### config.mk
export PLATFORM = sky130hd
export DESIGN_NAME = fifo_rd_ctrl_flat
export DESIGN_NICKNAME = d
export VERILOG_FILES = /design/src/rtl/fifo_rd_ctrl_if.sv /design/src/rtl/fifo_rd_ctrl.sv /design/src/flat_wrapper.sv
export SDC_FILE = /design/constraint.sdc
export NUM_CORES = 1
export LEC_CHECK = 0
export ABC_AREA = 1
export ABC_CLOCK_PERIOD_IN_PS = 3290
export CAP_MARGIN = 15
export CORE_ASPECT_RATIO = 1.2
export CORE_MARGIN = 2
export CORE_UTILIZATION = 40
export DETAILED_ROUTE_END_ITERATION = 16
export PLACE_DENSITY = 0.71
export SETUP_SLACK_MARGIN = 0.1
export SLEW_MARGIN = 5
export SYNTH_ARGS = -nofsm -noshare
export SYNTH_HDL_FRONTEND = slang
export SYNTH_SLANG_ARGS = --single-unit
### constraint.sdc
create_clock -name rclk -period 3.29 [get_ports rclk]
set_input_delay 0.4935 -clock rclk [delete_from_list [all_inputs] [get_ports rclk]]
set_output_delay 0.4935 -clock rclk [all_outputs]
set_load 0.02 [all_outputs]
### src/rtl/fifo_rd_ctrl_if.sv
// Read-side FIFO bundle: write-pointer crossing, fifomem read port,
// the downstream valid/ready stream and the occupancy/status flags.
interface fifo_rd_ctrl_if #(
  parameter int DATASIZE = 8,
  parameter int ADDRSIZE = 4
);
  logic [ADDRSIZE:0]   rwptr;
  logic [ADDRSIZE:0]   rptr;
  logic [ADDRSIZE-1:0] raddr;
  logic                rclken;
  logic [DATASIZE-1:0] rdata_mem;
  logic                m_valid;
  logic                m_ready;
  logic [DATASIZE-1:0] m_data;
  logic                rempty;
  logic                raempty;
  logic [ADDRSIZE:0]   rlevel;

  // master: the read controller; slave: memory, write side and consumer
  modport master (
    input  rwptr, rdata_mem, m_ready,
    output rptr, raddr, rclken, m_valid, m_data, rempty, raempty, rlevel
  );

  modport slave (
    output rwptr, rdata_mem, m_ready,
    input  rptr, raddr, rclken, m_valid, m_data, rempty, raempty, rlevel
  );
endinterface

### src/rtl/fifo_rd_ctrl.sv
// Read-domain controller for the dual-clock FIFO: synchronises the Gray write
// pointer, owns the read pointer and flags, and streams words out of fifomem.
module fifo_rd_ctrl #(
  parameter int DATASIZE     = 8,
  parameter int ADDRSIZE     = 4,
  parameter int AEMPTY_LEVEL = 1
) (
  input  logic           rclk,
  input  logic           rrst,
  fifo_rd_ctrl_if.master bus
);
  localparam int PW = ADDRSIZE + 1;
  localparam logic [PW-1:0] AEMPTY_THR = PW'(AEMPTY_LEVEL);

  logic [PW-1:0]       rq1_wptr_reg;
  logic [PW-1:0]       rq2_wptr_reg;
  logic [PW-1:0]       rbin_reg;
  logic [PW-1:0]       rptr_reg;
  logic                rempty_reg;
  logic                m_valid_reg;

  logic                pop;
  logic                m_valid_next;
  logic [PW-1:0]       rbin_next;
  logic [PW-1:0]       rgray_next;
  logic [PW-1:0]       wbin_s;
  logic [PW-1:0]       rlevel;
  logic [DATASIZE-1:0] word;

  // Two-flop crossing; rwptr is sampled nowhere else.
  always_ff @(posedge rclk or posedge rrst) begin
    if (rrst) begin
      rq1_wptr_reg <= '0;
      rq2_wptr_reg <= '0;
    end else begin
      rq1_wptr_reg <= bus.rwptr;
      rq2_wptr_reg <= rq1_wptr_reg;
    end
  end

  // A new word is fetched only when the output slot is free or draining now.
  assign pop        = !rempty_reg && (!m_valid_reg || bus.m_ready);
  assign rbin_next  = rbin_reg + PW'(pop);
  assign rgray_next = (rbin_next >> 1) ^ rbin_next;

  always_ff @(posedge rclk or posedge rrst) begin
    if (rrst) begin
      rbin_reg   <= '0;
      rptr_reg   <= '0;
      rempty_reg <= 1'b1;
    end else begin
      rbin_reg   <= rbin_next;
      rptr_reg   <= rgray_next;
      rempty_reg <= (rgray_next == rq2_wptr_reg);
    end
  end

  always_comb begin
    m_valid_next = m_valid_reg;
    if (pop) begin
      m_valid_next = 1'b1;
    end else if (bus.m_ready) begin
      m_valid_next = 1'b0;
    end
  end

  always_ff @(posedge rclk or posedge rrst) begin
    if (rrst) begin
      m_valid_reg <= 1'b0;
    end else begin
      m_valid_reg <= m_valid_next;
    end
  end

  // Gray-to-binary: each binary bit is the XOR of all Gray bits at or above it.
  generate
    for (genvar gi = 0; gi < PW; gi++) begin : g_g2b
      assign wbin_s[gi] = ^rq2_wptr_reg[PW-1:gi];
    end
  endgenerate

  assign rlevel = wbin_s - rbin_reg;

  // fifomem's registered output only moves on a pop, so it doubles as the
  // output holding register while the consumer stalls.
  assign word = bus.rdata_mem;

  assign bus.rptr    = rptr_reg;
  assign bus.raddr   = rbin_reg[ADDRSIZE-1:0];
  assign bus.rclken  = pop;
  assign bus.m_valid = m_valid_reg;
  assign bus.m_data  = word;
  assign bus.rempty  = rempty_reg;
  assign bus.rlevel  = rlevel;
  assign bus.raempty = (rlevel <= AEMPTY_THR);
endmodule

### src/flat_wrapper.sv
// flat-port wrapper written by rule: the top's interface ports become plain ports
module fifo_rd_ctrl_flat 
#(
  parameter int DATASIZE     = 8,
  parameter int ADDRSIZE     = 4,
  parameter int AEMPTY_LEVEL = 1
)
  (rclk, rrst, bus_rwptr, bus_rdata_mem, bus_m_ready, bus_rptr, bus_raddr, bus_rclken, bus_m_valid, bus_m_data, bus_rempty, bus_raempty, bus_rlevel);
  fifo_rd_ctrl_if #(.DATASIZE(DATASIZE), .ADDRSIZE(ADDRSIZE)) bus_i ();
  input  logic rclk;
  input  logic rrst;
  input wire logic [$bits(bus_i.rwptr)-1:0] bus_rwptr;
  input wire logic [$bits(bus_i.rdata_mem)-1:0] bus_rdata_mem;
  input wire logic [$bits(bus_i.m_ready)-1:0] bus_m_ready;
  output wire logic [$bits(bus_i.rptr)-1:0] bus_rptr;
  output wire logic [$bits(bus_i.raddr)-1:0] bus_raddr;
  output wire logic [$bits(bus_i.rclken)-1:0] bus_rclken;
  output wire logic [$bits(bus_i.m_valid)-1:0] bus_m_valid;
  output wire logic [$bits(bus_i.m_data)-1:0] bus_m_data;
  output wire logic [$bits(bus_i.rempty)-1:0] bus_rempty;
  output wire logic [$bits(bus_i.raempty)-1:0] bus_raempty;
  output wire logic [$bits(bus_i.rlevel)-1:0] bus_rlevel;
  assign bus_i.rwptr = bus_rwptr;
  assign bus_i.rdata_mem = bus_rdata_mem;
  assign bus_i.m_ready = bus_m_ready;
  assign bus_rptr = bus_i.rptr;
  assign bus_raddr = bus_i.raddr;
  assign bus_rclken = bus_i.rclken;
  assign bus_m_valid = bus_i.m_valid;
  assign bus_m_data = bus_i.m_data;
  assign bus_rempty = bus_i.rempty;
  assign bus_raempty = bus_i.raempty;
  assign bus_rlevel = bus_i.rlevel;
  fifo_rd_ctrl #(.DATASIZE(DATASIZE), .ADDRSIZE(ADDRSIZE), .AEMPTY_LEVEL(AEMPTY_LEVEL)) u_core (.rclk(rclk), .rrst(rrst), .bus(bus_i));
endmodule
## Word level (Yosys, flattened, before mapping)

Index checks and enable logic that the tools add are counted.

| storage, ports and cells | value |
|---|---|
| register bits after elaboration | 22 |
| word-level logic and storage cells | 22 |

| operators by class | value |
|---|---|
| add/sub/neg operators | 2 |
| magnitude comparators | 1 |
| eq/ne operators | 1 |
| reduce and logical (&&, ||, !) cells | 9 |
| multiplexer cells | 2 |
| bitwise logic cells | 1 |

Operators by type and width:

| operator | number |
|---|---|
| $add A5 B1 Y5 | 1 |
| $eq A5 B5 Y1 | 1 |
| $le A5 B1 Y1 const B | 1 |
| $reduce_xor A5 Y1 | 1 |
| $sub A5 B5 Y5 | 1 |
| $xor A4 B5 Y5 | 1 |
| $reduce_xor A4 Y1 | 1 |
| $reduce_xor A3 Y1 | 1 |
| $logic_not A1 Y1 | 2 |
| $mux W1 | 2 |
| $reduce_bool A2 Y1 | 1 |
| $reduce_xor A2 Y1 | 1 |
| $logic_and A1 B1 Y1 | 1 |
| $logic_or A1 B1 Y1 | 1 |

## Depth between registers and ports, before layout

| depth | value |
|---|---|
| depth after elaboration | 6 |
| depth in mapped cells | 13 |
| depth with buffers taken out | 13 |

## Worst setup path after synthesis

OpenSTA, ideal clock, no wires.

| timing path | value |
|---|---|
| path kind | reg2out |
| start | reg u_core.rq2_wptr_reg[3] |
| end | out bus_raempty |
| data arrival time | 2.615 ns |
| required time | 2.796 ns |
| cell stages (with the launch flop) | 10 |
| path buffers | 0 |
| slack | 0.181 ns |
| cell sequence | dfrtp_1 > xor2_2 > xor2_2 > xor2_1 > ha_1 > inv_1 > fa_1 > xor2_1 > or2_2 > nor3_1 |

| on the way | value |
|---|---|
| cells in the longest elaborated chain, start to end | 3 |
| elaborated cells on any way between the ends | 6 |
| those cells by class | 1 x add/sub; 1 x order compare; 4 x reduce/logical |

Ends and longest elaborated chain:

| what | line | source |
|---|---|---|
| start: declaration | fifo_rd_ctrl.sv:16 | `logic [PW-1:0] rq2_wptr_reg;` |
| start signal: assignment | fifo_rd_ctrl.sv:37 | `rq2_wptr_reg <= rq1_wptr_reg;` |
| $reduce_xor A5 Y1, or another cell as far along | fifo_rd_ctrl.sv:78 | `assign wbin_s[gi] = ^rq2_wptr_reg[PW-1:gi];` |
| $sub A5 B5 Y5 * | fifo_rd_ctrl.sv:82 | `assign rlevel = wbin_s - rbin_reg;` |
| net bus_rlevel[2] | flat_wrapper.sv:22 | `output wire logic [$bits(bus_i.rlevel)-1:0] bus_rlevel;` |
| $le A5 B1 Y1 * | fifo_rd_ctrl.sv:95 | `assign bus.raempty = (rlevel <= AEMPTY_THR);` |
| end: declaration | flat_wrapper.sv:21 | `output wire logic [$bits(bus_i.raempty)-1:0] bus_raempty;` |

The timed path passes the listed nets; every way through them passes the cells marked *.

## Worst setup path in the final report

| timing path | value |
|---|---|
| start | reg u_core.rq2_wptr_reg[4] |
| end | out bus_raempty |

| on the way | value |
|---|---|
| cells in the longest elaborated chain, start to end | 3 |
| elaborated cells on any way between the ends | 6 |
| those cells by class | 1 x add/sub; 1 x order compare; 4 x reduce/logical |

Ends and longest elaborated chain:

| what | line |
|---|---|
| $reduce_xor A5 Y1, or another cell as far along | fifo_rd_ctrl.sv:78 |
| $sub A5 B5 Y5 * | fifo_rd_ctrl.sv:82 |
| $le A5 B1 Y1 * | fifo_rd_ctrl.sv:95 |

Mark *: on every way between the ends. The rest lies on a longest branch, timed or not.

==> metrics.txt <==
fmax=between 300 and 400 MHz; CP arrival=2.71 ns; Layout Cells excl Fill=189; # setup viols final=0; H-tree Lvls=1; via density per instance=4.794; CTS Hold Buffers Added=0; starting density of the core=0.4089; root buf cell=clkbuf_4; Setup crit end=bus_raempty; largest net degree at the start of global routing=22; global-route usage over all layers=0.1309; Final #Nets=179; Initial DRT Pass Iterations=4; Slew Viols, Final=0; synthesized area per cell=8.661 um^2; Seq cells post-synth=21; P_leak=0.7391 nW; Max stage delay on crit path=0.44 ns; drt initial violations=11; status=completed; CTS tree=built; vias post-DR=906; first-pass GRT wire length=roughly 3100 um; register area share after synthesis=0.4714; Pwr Density=1041 nW/um^2; Core ar.=2733 um^2; Area Growth Syn to Fin=28.56%; FILL cells=260; die width=about 52 um; headroom to the max-slew limit=0.5035; worst path cell trace=xor2_2 -> xor2_2 -> xor2_1 -> ha_2 -> inv_2 -> fa_2 -> xor2_2 -> or2_4 -> nor3_2 -> buf_4; YS warnings=0; clock buffer depth=2; initial antenna violation count=0; Rows=21; Hold Fails Final Rpt=0; Critical-path top delay cell=dfrtp_1; CTS Sinks=21; Critical Path Start=u_core.rq2_wptr_reg[4]; Hold WC Path Type=register to register; period utilisation layout=0.9743; DR WL/cell=11.01 um; Worst EP required=~2.8 ns; worst-path maximum fanout=3; Net Count, Synth=around 150; Overflow after GRT=0; Reg clk slew, reported paths=between 0.1 and 0.15 ns; share of cells above drive strength 1=0.1419; WL final=2080 um; Design Power=between 1 and 1.5 mW; Detail Placement HPWL=1627 um; Post-Syn Area=1117 um^2; type of the worst setup path=register to output port; setup slack, reg-to-reg=1.28 ns; Worst-Margin Slew=0.7439 ns; Min Clock Period, post-route=3.206 ns; Die ar.=3234 um^2; antenna viol nets, final=0; drt drc=0; Die Ht=61.90 um; cell count after synthesis=129; Post-Place Cells=183; final clock skew=0.005953 ns; Top Ports=42; crit start category=register; clk_lat worst skew=0.30 ns; vias in the first global route=797; reg2reg start=u_core.bus.rempty; I/O Buffers=25; crit end category=output port; cell mode on critical path=xor2_2; GP Congestion=just under 0.8; RSZ-0062 raised after global routing=yes; worst r2r path cells=12; VDD IR max=570.3 uV; max cap viols=0; diode count=0; library cells used by synthesis=17; CTS Buf Count=3; Reg-to-Reg End=u_core.bus.rempty
==> synth_stat cells, drive strengths merged <==
library cell  instances  area share
nand2                44        0.15
dfrtp                20        0.45
inv                  17       0.057
nand3                14       0.063
buf                   8       0.054
ha                    6       0.067
xor2                  6       0.060
a21oi                 3       0.013
nand4                 3       0.017
nor2                  2      0.0067
dfstp                 1       0.024
fa                    1       0.018
nand3b                1      0.0067
nor3                  1      0.0045
or2                   1      0.0056
xnor2                 1      0.0078
==> repair_timing <==
| item | 4_1_cts | 5_1_grt |
|---|---|---|
| pin swaps | 0 | 5 |
| endpoints found under the setup margin | 4 | 4 |
| buffers inserted | 0 | 2 |
| resized for setup | 7 | 16 |
==> stage by stage <==
stage | hold slack (ns) | setup TNS (ns) | setup WS (ns) | cell area (um^2) | util
2_1_floorplan | 0.3312 | 0 | 0.1814 | 1117 | -
3_3_place_gp | 0.3321 | 0 | 0.02879 | 1373 | 0.5023
3_5_place_dp | 0.3371 | -0.05993 | -0.05993 | 1373 | 0.5023
4_1_cts | 0.3643 | -0.05558 | -0.05558 | 1396 | 0.5110
5_1_grt | 0.3711 | -0.03424 | -0.03424 | 1436 | 0.5256
6_report | 0.3592 | 0 | 0.08444 | 1436 | 0.5256
==> how the worst min path moves through the flow <==
stage | from | endpoint | depth (start not counted)
6_report | u_core.rq1_wptr_reg[0] | u_core.rq2_wptr_reg[0] | 0
5_1_grt | u_core.rq1_wptr_reg[2] | u_core.rq2_wptr_reg[2] | 0
4_1_cts | u_core.rq1_wptr_reg[0] | u_core.rq2_wptr_reg[0] | 0
3_5_place_dp | u_core.rq1_wptr_reg[0] | u_core.rq2_wptr_reg[0] | 0
3_3_place_gp | u_core.rq1_wptr_reg[1] | u_core.rq2_wptr_reg[1] | 0
2_1_floorplan | u_core.rq1_wptr_reg[0] | u_core.rq2_wptr_reg[0] | 0
==> layout by cell type, fill, tap and decap left out, drive strengths merged <==
cell	instances
dfstp	1
clkdlybuf4s50	20
clkbuf	6
fa	1
dfrtp	20
nand3b	1
nand3	14
nand2	44
or2	1
dlymetal6s2s	1
buf	6
xnor2	1
nand4	3
nor2	2
clkdlybuf4s15	1
inv	17
nor3	1
a21oi	3
ha	6
xor2	6
==> power breakdown <==
group	internal (mW)	leakage (nW)	total, mW	switching [mW]
registers	0.329	0.243	0.389	0.0602
clock network	0.0472	0.0150	0.117	0.0701
logic	0.420	0.481	0.989	0.569
total	0.796	0.739	1.50	0.700
==> layer usage <==
metal  routed length [um]  vias up  share of wire  GRT usage
li1                     -      446              -          -
met4                   21        0          0.010    0.04396
met2                 1077       29           0.52     0.2514
met3                  126        2          0.061    0.01435
met1                  855      429           0.41     0.1521
met5                    0        -              0          0
==> critical path: cells and delay by family (launching register included) <==
kind	cells	cell delay [ns]
XOR/XNOR	4	0.78
adder cells (fa/ha/maj)	2	0.61
flip-flops	1	0.44
AND/OR/NAND/NOR	2	0.38
buffers and inverters	2	0.21
==> kinds of logic after synthesis <==
logic type | synth area share
and+or+nand+nor | 0.2508
buffers and inverters | 0.1109
DFF | 0.4714
xor gates and xnor gates | 0.06831
adders and majority gates | 0.08511
AOI/OAI and AO/OA | 0.01343
==> layout make-up <==
class | instances | area, um^2 | share of cell area
Multi-Input combinational cell | 83 | 499.2 | 0.3476
Sequential cell | 21 | 526.8 | 0.3667
Tap cell | 34 | 42.54 | 0.02962
Inverter | 17 | 63.81 | 0.04443
Timing Repair Buffer | 30 | 277.8 | 0.1934
Clock buffer | 4 | 26.28 | 0.01829
Note: power is estimated with default switching activity, not from simulation.
